==> config.mk <==
export PLATFORM = sky130hd
export DESIGN_NAME = sipo_ctrl
export DESIGN_NICKNAME = d
export VERILOG_FILES = /design/src/rtl/sipo_ctrl.sv
export SDC_FILE = /design/constraint.sdc
export NUM_CORES = 1
export LEC_CHECK = 0
export ABC_AREA = 1
export CAP_MARGIN = 15
export CORE_MARGIN = 2
export CORE_UTILIZATION = 35
export DETAILED_ROUTE_END_ITERATION = 7
export PLACE_DENSITY = 0.58
export SKIP_CTS_REPAIR_TIMING = 1
export SYNTH_ARGS = -nofsm -noshare
export SYNTH_HDL_FRONTEND = slang
export SYNTH_SLANG_ARGS = --single-unit
==> constraint.sdc <==
create_clock -name clk -period 1.7 [get_ports clk]
set_input_delay 0.255 -clock clk [delete_from_list [all_inputs] [get_ports clk]]
set_output_delay 0.255 -clock clk [all_outputs]
set_load 0.01 [all_outputs]
==> src/rtl/sipo_ctrl.sv <==
// Frames a serial bit stream into WIDTH-bit words behind a held, valid/ready-handshaked output register.
// A word shows on par_out one cycle after its last bit; a word that completes while the previous one is still unconsumed is dropped and latched in overrun.
module sipo_ctrl #(
    parameter int WIDTH     = 4,
    parameter bit LSB_FIRST = 1'b1
) (
    input  logic             clk,
    input  logic             rst,
    input  logic             start,
    input  logic             sin,
    input  logic             ovr_clr,
    input  logic             ready,
    output logic [WIDTH-1:0] par_out,
    output logic             valid,
    output logic             busy,
    output logic             overrun
);

    localparam int CW = $clog2(WIDTH) + 1;

    localparam logic [0:0] ST_IDLE  = 1'b0;
    localparam logic [0:0] ST_SHIFT = 1'b1;

    localparam logic [CW-1:0] LAST_IDX = CW'(WIDTH - 1);

    logic [0:0]       state_q, state_d;
    logic [CW-1:0]    cnt_q, cnt_d;
    logic [WIDTH-1:0] shreg_q, shreg_d;
    logic [WIDTH-1:0] par_q, par_d;
    logic             vld_q, vld_d;
    logic             ovr_q, ovr_d;

    logic [CW-1:0]    pos;
    logic [WIDTH-1:0] bit_mask;
    logic             word_done;
    logic             ovr_set;

    // Counter is 0 in IDLE, so the first bit maps to the same slot as bit index 0.
    always_comb begin
        pos      = LSB_FIRST ? cnt_q : (LAST_IDX - cnt_q);
        bit_mask = WIDTH'(1) << pos;
    end

    always_comb begin
        state_d   = state_q;
        cnt_d     = cnt_q;
        shreg_d   = shreg_q;
        word_done = 1'b0;
        case (state_q)
            ST_IDLE: begin
                if (start) begin
                    shreg_d = sin ? bit_mask : '0;
                    cnt_d   = CW'(1);
                    state_d = ST_SHIFT;
                end
            end
            ST_SHIFT: begin
                shreg_d = sin ? (shreg_q | bit_mask) : (shreg_q & ~bit_mask);
                if (cnt_q == LAST_IDX) begin
                    word_done = 1'b1;
                    cnt_d     = '0;
                    state_d   = ST_IDLE;
                end else begin
                    cnt_d = cnt_q + CW'(1);
                end
            end
            default: begin
                state_d = ST_IDLE;
                cnt_d   = '0;
            end
        endcase
    end

    // The completing word is taken from shreg_d so the last bit lands in the same edge.
    always_comb begin
        par_d   = par_q;
        vld_d   = vld_q;
        ovr_set = 1'b0;
        if (word_done) begin
            if (!vld_q || ready) begin
                par_d = shreg_d;
                vld_d = 1'b1;
            end else begin
                ovr_set = 1'b1;
            end
        end else if (vld_q && ready) begin
            vld_d = 1'b0;
        end
        if (ovr_set) begin
            ovr_d = 1'b1;
        end else if (ovr_clr) begin
            ovr_d = 1'b0;
        end else begin
            ovr_d = ovr_q;
        end
    end

    always_ff @(posedge clk or negedge rst) begin
        if (!rst) begin
            state_q <= ST_IDLE;
            cnt_q   <= '0;
            shreg_q <= '0;
            par_q   <= '0;
            vld_q   <= 1'b0;
            ovr_q   <= 1'b0;
        end else begin
            state_q <= state_d;
            cnt_q   <= cnt_d;
            shreg_q <= shreg_d;
            par_q   <= par_d;
            vld_q   <= vld_d;
            ovr_q   <= ovr_d;
        end
    end

    assign par_out = par_q;
    assign valid   = vld_q;
    assign busy    = (state_q == ST_SHIFT);
    assign overrun = ovr_q;

endmodule

==> results.txt, run 1 <==
After clock tree synthesis, the clock-pin slew on the worst setup and hold paths is 90 ps. The post-synthesis to final-layout area growth is 27.2%. The run gives 0 as the antenna diode count. The slowest cell on the critical path is sky130_fd_sc_hd__clkdlybuf4s50_1. The total global routing overflow was 0.

The startpoint identified for the worst register-to-register timing path is cnt_q[1]. For this block, the via count after detailed routing is 610. Post-synthesis average cell area: 7.70 µm². The number of clock sinks seen by CTS was 14. For the required time at the worst-slack endpoint, the log shows 1440 ps. The synthesized design contains 14 register bits. After synthesis, the netlist uses 13 different library cells. For the clock buffer count from CTS, the log shows 3. Class of the most critical setup path: flip-flop to primary output.

The tools report the number of I/O pins as 13. The logs give 37.7% for the sequential fraction of design power and 1040 µm for the half-perimeter wire length after detailed placement. The tools report the global-route wire length before repair as 2550 µm.

The detail route stage leaves a number of antenna-violating nets equal to 0. Multiplexer cells account for 0% of the synthesized area. Summing the areas of all compound-gate instances in the mapped netlist gives 3.59% of the synthesized area.

The switching power of the nets was 568 µW. Net switching is 39.5% of the power. The share of layout cells above drive strength 1 is 12.5%, and the maximum buffer depth of the clock tree is 2. For the number of H-tree levels, the log shows 1.

The latest clock arrival within the worst-skew pair is 290 ps, and the power share of the clock group is 17.3%. The logic gate share of total power is 45.0%, and the critical-path maximum fanout is 8. The most frequent standard cell in the layout excluding fill and tap cells is sky130_fd_sc_hd__nand2_1.

TritonCTS built the clock tree. The delay contributed by the slowest stage of the critical path is 560 ps, and the total power divided by cell area is 1550 nW/µm². The tools report the row count as 16.

The xor and xnor area share after synthesis was 0%; the width of the die was 49.7 µm. Final worst clock skew: 1.09 ps. The top cell types in the final layout, fill and taps aside, are 34 x sky130_fd_sc_hd__nand2_1, 14 x sky130_fd_sc_hd__nor2_1, 13 x sky130_fd_sc_hd__dfrtp_1, 12 x sky130_fd_sc_hd__clkdlybuf4s50_1, 11 x sky130_fd_sc_hd__inv_1. The leakage power came out at 0.484 nW. After technology mapping, the gate count stands at 95.

Number of antenna violations at the first check in global routing: 0. The launching element of the worst setup path is busy. The number of buffers inserted by port buffering was 12. The final wirelength is 1350 µm.

The cell-internal power is 872 µW. The utilization after layout is 47.4%, and the transition time at the pin with the least slew margin is 386 ps. In this run the worst hold path is classified as primary input to async pin. STA classifies the critical path startpoint as a flip-flop. The starting density of the core is 37.3%, and the area fraction in and, or, nand and nor cells after synthesis is 34.0%. Setup slack on the worst reg-to-reg path comes out at 390 ps. The tool flagged a number of max-cap violations equal to 0.

Setup repair after global routing left no endpoint under its margin. For this run, the top clock speed supported by timing is 0.639 GHz. Cell area after synthesis: 732 µm².

The cell family with the largest share of critical-path delay is buffers and inverters. The run gives 0 as the synthesis warning total. For this run, the detailed router's first-pass iteration total came to 3. The critical path buffer and inverter count is 1, and the cell area after placement is 893 µm². After detailed routing, the number of vias per cell comes to 4.39. The final cycle utilization of the critical path came out at 92.0%.

The detailed-route DRC error count is 0, and the maximum number of pins on one net before global-route repair is 15. The run gives 625 as the via count of the first global-routing pass. In this run the clock root is driven by a sky130_fd_sc_hd__clkbuf_4. For the number of setup violations in the final report, the log shows 0. The total negative slack was 0 ps; the height of the chip was 49.7 µm. The number of DRC violations after detailed-routing iteration 0 was 6; the finished layout cell area was 931 µm². The die covers 2470 µm². In the final design database the tool counted 123 nets. Sequential cells were found to cover 47.9% of the synthesized design area.

Measured against its own limit, the worst slew margin works out to 74.2%. Across the VDD grid, the largest voltage drop is 0.000728 V. The synthesized-area fraction occupied by adder cells was 6.84%; the max-slew violation count was 0. Dividing the detail-routed wire length by the instance count gives 9.68 µm. The congestion estimate from routability-driven global placement came to 0.813. The total routing resource utilization after global routing is 13.7%, and the critical path data arrival time is 1310 ps. The flow ran to the end, and the final reports show no timing, DRC or antenna violations.

For the final number of hold-violating endpoints, the log shows 0. The floorplan step defined a core boundary enclosing 1960 µm². The worst setup path is captured at a primary output.

The combinational family with the most area after synthesis is simple AND/OR/NAND/NOR gates. The run gives 105 as the net count after synthesis. The worst path in the final design needs a cycle of 1560 ps, including I/O delays and setup. Walking the worst path, the cells encountered are clkdlybuf4s50_1.
-- sequential cells by signal (all words and copies together), names as in the netlist --
| register | count |
|---|---|
| par_out | 4 |
| shreg_q | 4 |
| cnt_q | 3 |
| busy | 1 |
| overrun | 1 |
| valid | 1 |
-- metal layers --
layer / up-vias / global-route usage (%) / part of all wire [%]
li1: 318 / - / -
met1: 281 / 15.8 / 48
met2: 9 / 22.9 / 47
met3: 2 / 3.94 / 3.9
met4: 0 / 6.94 / 1.6
met5: - / 0 / 0
-- final timing paths --
kind                                   end  cells after the start
min in group clk                par_out[3]                      2
worst max-delay path                  busy                      1
max in group asynchronous             busy                      2
worst max register to register  par_out[3]                      8
worst min-delay path              cnt_q[2]                      2
worst min register to register  par_out[3]                      2
-- Yosys cell counts, drive strengths merged --
cell | number | area, µm²
nand2 | 36 | 140
nor2 | 16 | 83.8
inv | 15 | 56.3
dfrtp | 14 | 350
nand3 | 5 | 25.0
ha | 4 | 50.1
a21oi | 3 | 15.0
o21ai | 1 | 5.00
o22ai | 1 | 6.26
-- stage by stage --
stage | instances | worst slack [ps] | hold slack (ps) | power [mW]
after global routing | 139 | 87.1 | 292 | 1.59
after global placement | 135 | 339 | 464 | 1.19
after detailed placement | 135 | 307 | 467 | 1.21
after floorplan | 95 | 523 | -40.6 | 0.972
after CTS | 139 | 42.7 | 271 | 1.46
final | 139 | 135 | 265 | 1.44
-- cell type report --
class / count / area (µm²)
Clock buffer: 4 / 36.3
Fill cell: 227 / 1030
Multi-Input combinational cell: 66 / 325
Inverter: 15 / 56.3
Sequential cell: 14 / 352
Tap cell: 27 / 33.8
Timing Repair Buffer: 13 / 128
-- cell families after synthesis --
family | Yosys count
and+or+nand+nor | 57
DFF | 14
adders and majority gates | 4
AOI/OAI and AO/OA | 5
buffers and inverters | 15
-- power groups by stage --
stage	registers, mW	logic [mW]	clock network, mW
final	0.542	0.648	0.249
after floorplan	0.559	0.413	0
after detailed placement	0.548	0.661	0
after global placement	0.546	0.648	0
after global routing	0.563	0.755	0.270
after CTS	0.541	0.664	0.255
Note: power is estimated with default switching activity, not from simulation.
==> run 2, diff against run 1 <==
SKIP_CTS_REPAIR_TIMING = default   (was 1)
==> results of run 2 <==
Same layout as run 1: the final DEF is identical, and so are final timing and power.
==> run 3, diff against run 2 <==
DONT_BUFFER_PORTS = 1   (was default)
PLACE_DENSITY = 0.5   (was 0.58)
==> run 3 against run 2 <==
Compared with the run above:
- final cell count is 9.4% lower
- sequential share of layout area grew 6.1 points
- clock power down 24%
- highest routed layer unchanged
==> results.txt, run 3 (synthesis results as in run 1) <==
The cell-internal power was 717 µW. STA classifies the critical path endpoint as a flip-flop. Number of antenna violations at the first check in global routing: 0.

The utilization after layout came out at 40.7%. The run gives 13.1% as the total routing resource utilization after global routing. The antenna diode count is 0. In this run the critical register-to-register path is launched from cnt_q[1].

In this run the remaining antenna-violating nets after routing total 0. Derived from the worst setup path, the maximum achievable clock frequency is 0.756 GHz. Via count of the first global-routing pass: 552.

The logs give 16 for the row count and 46.0% for the sequential fraction of design power. In this run the worst setup path terminates at par_out[0]. The tools report the type of element launching the critical path as a flip-flop. Total negative slack: 0 ps. The first global-routing pass estimated 2480 µm of wire. The total overflow left after global routing is 0. The number of clock sinks seen by CTS was 14; the number of I/O pins was 13. The logic gate share of total power was 38.9%. Average via count per standard cell: 4.40. Measured along the x axis, the die boundary spans 49.7 µm. Buffers placed on the I/O ports in this run total 0. The final cell count without fillers is 126, and the overall die area is 2470 µm².

The class of the most critical setup path was flip-flop to flip-flop. Number of max-cap violations: 0. Power spread over the standard cell area amounts to 1590 nW/µm².

In the layout the commonest cells are 34 x sky130_fd_sc_hd__nand2_1, 14 x sky130_fd_sc_hd__nor2_1, 14 x sky130_fd_sc_hd__dfrtp_1, 11 x sky130_fd_sc_hd__inv_1, 5 x sky130_fd_sc_hd__nand3_1. In this run, the number of DRC markers left after iteration 0 of detailed routing was 9. The tools report the required time at the worst-slack endpoint as 1880 ps. After detailed routing, the number of remaining DRC violations is 0. In this run the static leakage power is 0.432 nW. The final route contains 554 vias. Dividing the final minimum period by the clock period gives 77.8%. The run gives 0 as the number of setup violations in the final report.

The final number of hold-violating endpoints came out at 0. For this run, the detailed router's first-pass iteration total came to 4. Measured in cells, the most critical reg-to-reg path has a length of 8. The tools report the worst reg-to-reg setup slack as 380 ps. Setup repair after global routing left no endpoint under its margin. Fill cells in the final layout number 224. TritonCTS built the clock tree. The run gives 15.0% as the power share of the clock group.

VDD sags by at most 0.000529 V. The floorplan step set the die height to 49.7 µm. After clock tree synthesis, the repair step resized 0 gates. Once layout is done, the placed cells without fillers occupy 798 µm². For this configuration, the core starts out at a cell density of 37.3%. The share of layout cells above drive strength 1 is 11.1%, and the half-perimeter wire length after detailed placement is 1050 µm. Clock-pin slew was measured on the worst setup and hold paths at 80 ps.

In this run the worst hold path is classified as primary input to flip-flop. In the final routed layout, each cell accounts on average for 11.0 µm. Of all nets on the critical path, the largest fanout is 5. The tools report the area of the core as 1960 µm². The post-synthesis to final-layout area growth was 9.06%.

The tools report the max-slew violation count as 0. Entering global routing, the biggest net connects 15 pins. The tools report the switching power of the nets as 549 µW.

The run gives 0.845 as the placer's final routability congestion estimate. The library cell used most frequently in the layout, excluding fill and tap cells, is sky130_fd_sc_hd__nand2_1. The cell area after placement came out at 766 µm². The remaining max-slew budget at the tightest pin was 57.2%. The tools report the number of H-tree levels as 1. For the final database, setup skew stands at 4.64 ps. The latest clock arrival within the worst-skew pair came out at 280 ps.

The final layout contains 111 nets. TritonCTS created 3 clock buffers. The switching share of power is 43.4%. The tree is rooted in a sky130_fd_sc_hd__clkbuf_4. Counting I/O delays and the setup requirement, the final critical path takes 1320 ps. The run finished with clean final reports. The most critical setup path has its startpoint at cnt_q[1]. The number of placed instances, taps included, is 122. The endpoint identified for the worst register-to-register timing path is par_out[0].

Transition time at the pin with the least slew margin: 641 ps. The longest clock path from root to sink contains 2 buffers. Data on the critical path arrives at its endpoint at 1510 ps. The final wirelength was 1380 µm.
-- run 3: cell count changes in the layout (fill, tap and decap cells not counted) --
cell	change
sky130_fd_sc_hd__clkdlybuf4s50_1	-12
sky130_fd_sc_hd__buf_4	-1
sky130_fd_sc_hd__clkbuf_8	-1
sky130_fd_sc_hd__dfrtp_1	+1
sky130_fd_sc_hd__dfrtp_2	-1
sky130_fd_sc_hd__dlygate4sd3_1	+1
-- run 3: power by group through the flow --
stage	registers, mW	clock network, mW	logic, mW
floorplan	0.559	0	0.413
global placement	0.585	0	0.502
detailed placement	0.590	0	0.494
CTS	0.585	0.201	0.504
global route	0.600	0.215	0.580
finish	0.582	0.190	0.493
-- run 3: cell type report --
type	instances	area (µm²)	area share [%]
flip-flops and latches	14	350	43.9
well taps	27	33.8	4.23
multi-input cells	66	325	40.8
repair buffers	1	10.0	1.25
inverters	15	56.3	7.05
clock buffers	3	22.5	2.82
-- run 3: how the worst min path moves through the flow --
stage / startpoint / end / slack (ps) / depth (start not counted)
floorplan: rst / busy / -40 / 0
global placement: rst / cnt_q[0] / -40 / 0
detailed placement: rst / cnt_q[0] / -40 / 0
CTS: ovr_clr / overrun / 60 / 1
global route: ovr_clr / overrun / 60 / 1
finish: ovr_clr / overrun / 70 / 1
-- run 3: per-stage QoR --
stage | worst slack, ps | hold slack (ps) | power (mW)
6_report | 377 | 71.4 | 1.27
5_1_grt | 226 | 59.7 | 1.40
4_1_cts | 362 | 60.7 | 1.29
3_5_place_dp | 371 | -40.2 | 1.08
3_3_place_gp | 368 | -40.1 | 1.09
2_1_floorplan | 523 | -40.6 | 0.972
-- run 3: routing by layer --
metal	GRT usage, %	wire (µm)	vias up
met5	0	0	-
met4	8.33	31	0
met3	2.42	69	4
met2	19.6	614	12
met1	17.4	666	246
li1	-	-	292
-- run 3: timing repair --
item                       CTS  global route
buffers inserted             0             0
hold endpoints to repair    14             0
hold buffers                 1             0
setup endpoints to repair    0             0
-- run 3: worst max-delay path, cell delays in order (launching register included) --
cell and delay, ps:
sky130_fd_sc_hd__dfrtp_1 380, sky130_fd_sc_hd__ha_1 210, sky130_fd_sc_hd__nand2_1 150, sky130_fd_sc_hd__nor2_4 130, sky130_fd_sc_hd__inv_2 80, sky130_fd_sc_hd__nor2_8 110, sky130_fd_sc_hd__inv_2 70, sky130_fd_sc_hd__nand2_1 60
sky130_fd_sc_hd__nand2_1 50
